==> src/rtl/reg_file.sv <==
// MIPS general-purpose register file: 32 x 32-bit, two combinational read ports, one write port.
// Define REG_FILE_BYPASS_EN for same-cycle write-through on the read ports.
module reg_file #(
  parameter int unsigned DATA_W   = 32,
  parameter int unsigned ADDR_W   = 5,
  parameter int unsigned NUM_REGS = 32
) (
  input  logic              clk,
  input  logic              rst,
  input  logic              reg_write,
  input  logic [ADDR_W-1:0] read_reg1,
  input  logic [ADDR_W-1:0] read_reg2,
  input  logic [ADDR_W-1:0] write_reg,
  input  logic [DATA_W-1:0] write_data,
  output logic [DATA_W-1:0] read_data1,
  output logic [DATA_W-1:0] read_data2
);

  logic [DATA_W-1:0] regs [NUM_REGS];
  logic              wr_en;

  assign wr_en = reg_write && (write_reg != '0);

  always_ff @(posedge clk or posedge rst) begin
    if (rst) begin
      regs <= '{default: '0};
    end else if (wr_en) begin
      regs[write_reg] <= write_data;
    end
  end

  // Zero override is applied last so address 0 and reset beat any bypassed value.
  always_comb begin
    read_data1 = regs[read_reg1];
`ifdef REG_FILE_BYPASS_EN
    if (wr_en && (read_reg1 == write_reg)) read_data1 = write_data;
`endif
    if (rst || (read_reg1 == '0)) read_data1 = '0;
  end

  always_comb begin
    read_data2 = regs[read_reg2];
`ifdef REG_FILE_BYPASS_EN
    if (wr_en && (read_reg2 == write_reg)) read_data2 = write_data;
`endif
    if (rst || (read_reg2 == '0)) read_data2 = '0;
  end

endmodule
==> config.mk <==
export PLATFORM = sky130hd
export DESIGN_NAME = reg_file
export DESIGN_NICKNAME = d
export VERILOG_FILES = /design/src/rtl/reg_file.sv
export SDC_FILE = /design/constraint.sdc
export NUM_CORES = 2
export LEC_CHECK = 0
export BUFFER_PORTS_ARGS = -buffer_cell sky130_fd_sc_hd__buf_2
export CORE_MARGIN = 2
export CORE_UTILIZATION = 60
export CTS_CLUSTER_DIAMETER = 200
export DETAILED_ROUTE_END_ITERATION = 6
export HOLD_SLACK_MARGIN = 0.02
export PLACE_DENSITY = 0.77
export SLEW_MARGIN = 20
export SYNTH_ARGS = -nofsm -noshare
export SYNTH_HDL_FRONTEND = slang
export SYNTH_SLANG_ARGS = --single-unit
export TNS_END_PERCENT = 20
==> constraint.sdc <==
create_clock -name clk -period 36.7 [get_ports clk]
set_input_delay 3.67 -clock clk [delete_from_list [all_inputs] [get_ports clk]]
set_output_delay 3.67 -clock clk [all_outputs]
set_load 0.02 [all_outputs]
After elaboration in Yosys (flattened, before gate mapping)
Cells that the tools add are included.
- $lt $le $gt $ge: 4
- muxes and demuxes: 11
- bitwise operators: 3
- reduce and logical (&&, ||, !) cells: 7
- operator list (operator ; count):
    $bwmux 1024 ; 1
    $bmux 32 s5 ; 2
    $mux 32 ; 7
    $demux 32 s5 ; 1
    $ge 6x6->1 const B ; 3
    $not 5->6 ; 3
    $logic_not 5->1 ; 2
    $lt 6x1->1 const B ; 1
    $reduce_bool 5->1 ; 1
    $logic_and 1x1->1 ; 2
    $logic_or 1x1->1 ; 2
- register bits after elaboration: 1024
- word-level logic and storage cells: 57

Longest topological paths before layout
- depth after elaboration: 6
- mapped depth: 9
- depth with buffers taken out: 5

Worst setup path after synthesis
Ideal clock, no wire load.
- kind: input to output
- start point: input rst
- end point: output read_data1[20]
- arrival time: 28.790 ns
- required time: 33.030 ns
- slack: 4.240 ns
- stages on the path: 6
- buffers on the path: 1
- path through: inv_1 > nand3_1 > clkbuf_1 > a21oi_1 > nand3_1 > nand4_1
- longest elaborated chain between the ends: 2
- RTL lines (what ; line ; text):
    start: declaration ; 9 ; input logic rst,
    $logic_or 1x1->1 ; 38 ; if (rst || (read_reg1 == '0)) read_data1 = '0;
    $mux 32 ; 38 ;
    end: declaration ; 15 ; output logic [DATA_W-1:0] read_data1,
Every way passes these cells.

Final worst setup path
- start point: input read_reg2[1]
- end point: output read_data2[15]
- longest elaborated chain between the ends: 5
- elaborated cells between the ends (all ways): 7
- those cells by class: 4 x mux; 1 x bitwise; 2 x reduce/logical
- RTL lines (what ; line ; text):
    start: declaration ; 12 ; input logic [ADDR_W-1:0] read_reg2,
    $not 5->6 (not written as such) ; 42 ; read_data2 = regs[read_reg2];
    $bmux 32 s5 ; 42 ;
    $mux 32 (not written as such) (2 in a row) ; 42 ;
    $mux 32 (*) ; 46 ; if (rst || (read_reg2 == '0)) read_data2 = '0;
    end: declaration ; 16 ; output logic [DATA_W-1:0] read_data2
Every way passes the cells marked *; elsewhere a longest branch is shown, timed or not. The select of a mux whose other input is x is not followed.

==> results.py <==
metrics = {
    "cts": {
        "holdBufCountCts": 0,
        "path_clk_slew_ps": 60,
        "clock_path_buffers": 3,
        "cts-root-buf": "clkbuf_16",
        "cts_made_buffers": 108,
        "htree_num_levels": 3,
        "clkLatencyLatePin_ps": 690,
        "cts_tree": "done",
        "cts_resized": 0,
        "cts_setup_buffers": 0,
        "cts.sink_count": 1024,
    },
    "sta": {
        "rsz0062_at_grt": "false",
        "max_freq_ghz": 0.08930,
        "slew_headroom_pct": 18.64,
        "setup_violations": 0,
        "fin_skew_ps": 0,
        "slew_violations": 0,
        "tightest_slew_ps": 1220,
        "worst_slack_ps": 25500,
        "hold_viol": 0,
        "finalCritPeriodShare_pct": 30.51,
        "fin_crit_ps": 11200,
        "fin_setup_tns_ps": 0,
    },
    "power_and_ir_drop": {
        "p_comb_share_pct": 18.7,
        "netSwitchingFraction_pct": 27.79,
        "seq_power_share_pct": 46.1,
        "power.density_nw_per_um2": 55.08,
        "switchingPower_w": 0.0009080,
        "p_leak_nw": 27.04,
        "pwr-share-clk_pct": 35.2,
        "peakVddDrop_mv": 0.03900,
        "intPower_w": 0.002359,
    },
    "synthesis": {
        "synth-warning-count": 0,
        "yosys-top-cells-area": "dfrtp_1 47%, mux2_2 20%, mux2i_1 11%, mux4_2 8.9%, a22oi_1 3.7%",
        "synth_nets": 4137,
        "yosys-top-cells-count": "1024 x dfrtp_1, 944 x mux2_2, 592 x mux2i_1, 269 x a22oi_1, 216 x mux4_2",
        "synth-seq-cells": 1024,
        "syn_area_um2": 54380,
        "netlist_instances": 4087,
        "yosysTopAreaCell": "dfrtp_1",
        "synth_cell_types": 39,
        "postSynthAreaPerCell_um2": 13.31,
        "synth_top_area_share_pct": 47.12,
        "yosys.cell_count.top_type": "dfrtp_1",
        "async_flop_share_pct": 100.0,
        "ys_seq_area_share_pct": 47.12,
        "synth_edf_count": 0,
        "synth_flop_cell": "dfrtp_1",
    },
    "worst_setup_path": {
        "cp_data_required_time_ps": 33030,
        "arrival_ps": 7530,
        "cp_max_fo": 51,
        "critPathCaptureType": "primary output",
        "cp_slowest_cell": "buf_4",
        "worstSetupStartpointType": "primary input",
        "path_cells": "buf_8 -> buf_4 -> buf_4 -> nor2_4 -> buf_4 -> a22oi_1 -> nand2_1 -> o221ai_1 -> buf_2",
        "path_class": "in -> out",
        "reg2reg_setup_slack_ps": 35850,
        "ff2ff_path_depth": 1,
        "cp_common_cell": "buf_4",
        "crit_path_max_incr_delay_ps": 910,
        "critPathLaunch": "read_reg2[1]",
        "r2r-start": "regs[556]$_DFFE_PP0P_",
        "r2r-end": "regs[556]$_DFFE_PP0P_",
        "endpoint": "read_data2[15]",
    },
    "grt": {
        "grt_usage_pct": 37.14,
        "grt_max_degree": 190,
        "grt_pass1_wl_um": 254300,
        "grt_pass1_vias": 37638,
        "grt-ovfl-total": 0,
        "antenna_found_initial": 10,
    },
    "drt": {
        "vias": 38030,
        "drtAntennaViolNets": 0,
        "drc_errors": 0,
        "first_pass_iters": 5,
        "drt-total-wl_um": 173500,
        "wire_per_inst_um": 33.13,
        "avgViaCountPerCell": 7.263,
        "drtIter0Drc": 4733,
    },
    "layout": {
        "largest_register": "regs",
        "layout.nets": 4016,
        "final_area_um2": 59330,
        "post-route-util_pct": 66.01,
        "reg_top3": "regs (1024)",
        "drive_above_1_share_pct": 39.50,
        "largest_register_ffs": 1024,
        "area_growth_pct": 9.098,
        "fillerInstances": 6404,
    },
    "floorplanning": {
        "die_w_um": 305.1,
        "start_util_pct": 60.51,
        "die_h_um": 305.1,
        "die_area_um2": 93060,
        "ios": 114,
        "rows": 110,
        "coreArea_um2": 89870,
    },
    "placement": {
        "hpwl_um": 97400,
        "place_ws_ps": 25680,
        "io_buffers": 113,
        "place_area_um2": 55550,
        "place.gp.congestion": 0.8789,
    },
    "min_path": {
        "min_path_type": "reg -> reg",
    },
    "job": {
        "maxCapViolCount": 0,
    },
    "outcome": {
        "outcome": "complete, no violations",
    },
}
[layout by cell type, fill, tap and decap left out, drive strengths merged, types with 4 or more instances in the layout]
master,Yosys,routed
nor3b,5,5
nor2b,5,5
a21oi,100,100
clkinvlp,0,4
o221ai,7,7
nand3,161,161
nand4,33,33
diode,0,9
buf,227,204
clkinv,0,11
and2,4,4
nand2,136,136
a22oi,269,269
mux2,992,992
inv,12,16
mux2i,592,592
nor3,5,5
bufinv,0,9
a221o,23,23
mux4,216,216
nor2,33,33
a31oi,7,7
dfrtp,1024,1024
nand3b,5,5
o21ai,8,8
clkbuf,209,168
[metal layers]
metal / vias up / track usage (%) / part of all wire [%]
met5: - / 0 / 0.017
met2: 2334 / 56.32 / 45
met3: 536 / 8.901 / 11
li1: 15193 / - / -
met1: 19961 / 50.31 / 39
met4: 6 / 18.75 / 5.7
[cells by family after synthesis]
| group | share of synthesized area, % |
|---|---|
| compound gates | 5.416 |
| buf+inv | 3.645 |
| mux | 40.39 |
| simple gates | 3.431 |
| flops | 47.12 |
[final cells by class]
cell class                      count  area [um^2]  area share, %
Inverter                           12        52.55        0.08858
Antenna cell                        9        22.52        0.03796
Clock buffer                      167         3318          5.593
Timing Repair Buffer              205         1348          2.271
Clock inverter                     28        401.6         0.6770
Sequential cell                  1024        25620          43.19
Multi-Input combinational cell   2615        27090          45.66
Tap cell                         1176         1471          2.480
[stage by stage]
step                      hold WS, ps  power [W]  cells
after global routing            408.7   0.003384   5231
after floorplan                 441.3   0.001956   4087
final                           396.7   0.003268   5236
after CTS                       396.5   0.003255   5226
after detailed placement        382.0   0.002119   5031
after global placement          376.3   0.002089   5031
[critical path: cells and delay by family]
kind                   cells  cell delay (ps)
AOI/OAI and AO/OA          2              640
buffers and inverters      5             2780
and+or+nand+nor            2              340
[power by group through the flow]
| stage | clock network (W) | logic, W | registers, W |
|---|---|---|---|
| 4_1_cts | 0.00115 | 0.000606 | 0.00150 |
| 6_report | 0.00115 | 0.000611 | 0.00151 |
| 2_1_floorplan | 0 | 0.000484 | 0.00147 |
| 3_5_place_dp | 0 | 0.000602 | 0.00152 |
| 3_3_place_gp | 0 | 0.000585 | 0.00150 |
| 5_1_grt | 0.00120 | 0.000654 | 0.00153 |
[worst min-delay path by stage]
stage / from / slack, ps / cells after the start / endpoint
2_1_floorplan: regs[1000]$_DFFE_PP0P_ / 440 / 1 / regs[1000]$_DFFE_PP0P_
3_3_place_gp: regs[1008]$_DFFE_PP0P_ / 380 / 0 / regs[1008]$_DFFE_PP0P_
3_5_place_dp: regs[997]$_DFFE_PP0P_ / 380 / 0 / regs[997]$_DFFE_PP0P_
4_1_cts: regs[997]$_DFFE_PP0P_ / 400 / 0 / regs[997]$_DFFE_PP0P_
5_1_grt: regs[995]$_DFFE_PP0P_ / 410 / 0 / regs[995]$_DFFE_PP0P_
6_report: regs[1009]$_DFFE_PP0P_ / 400 / 0 / regs[1009]$_DFFE_PP0P_
Note: power is estimated with default switching activity, not from simulation.
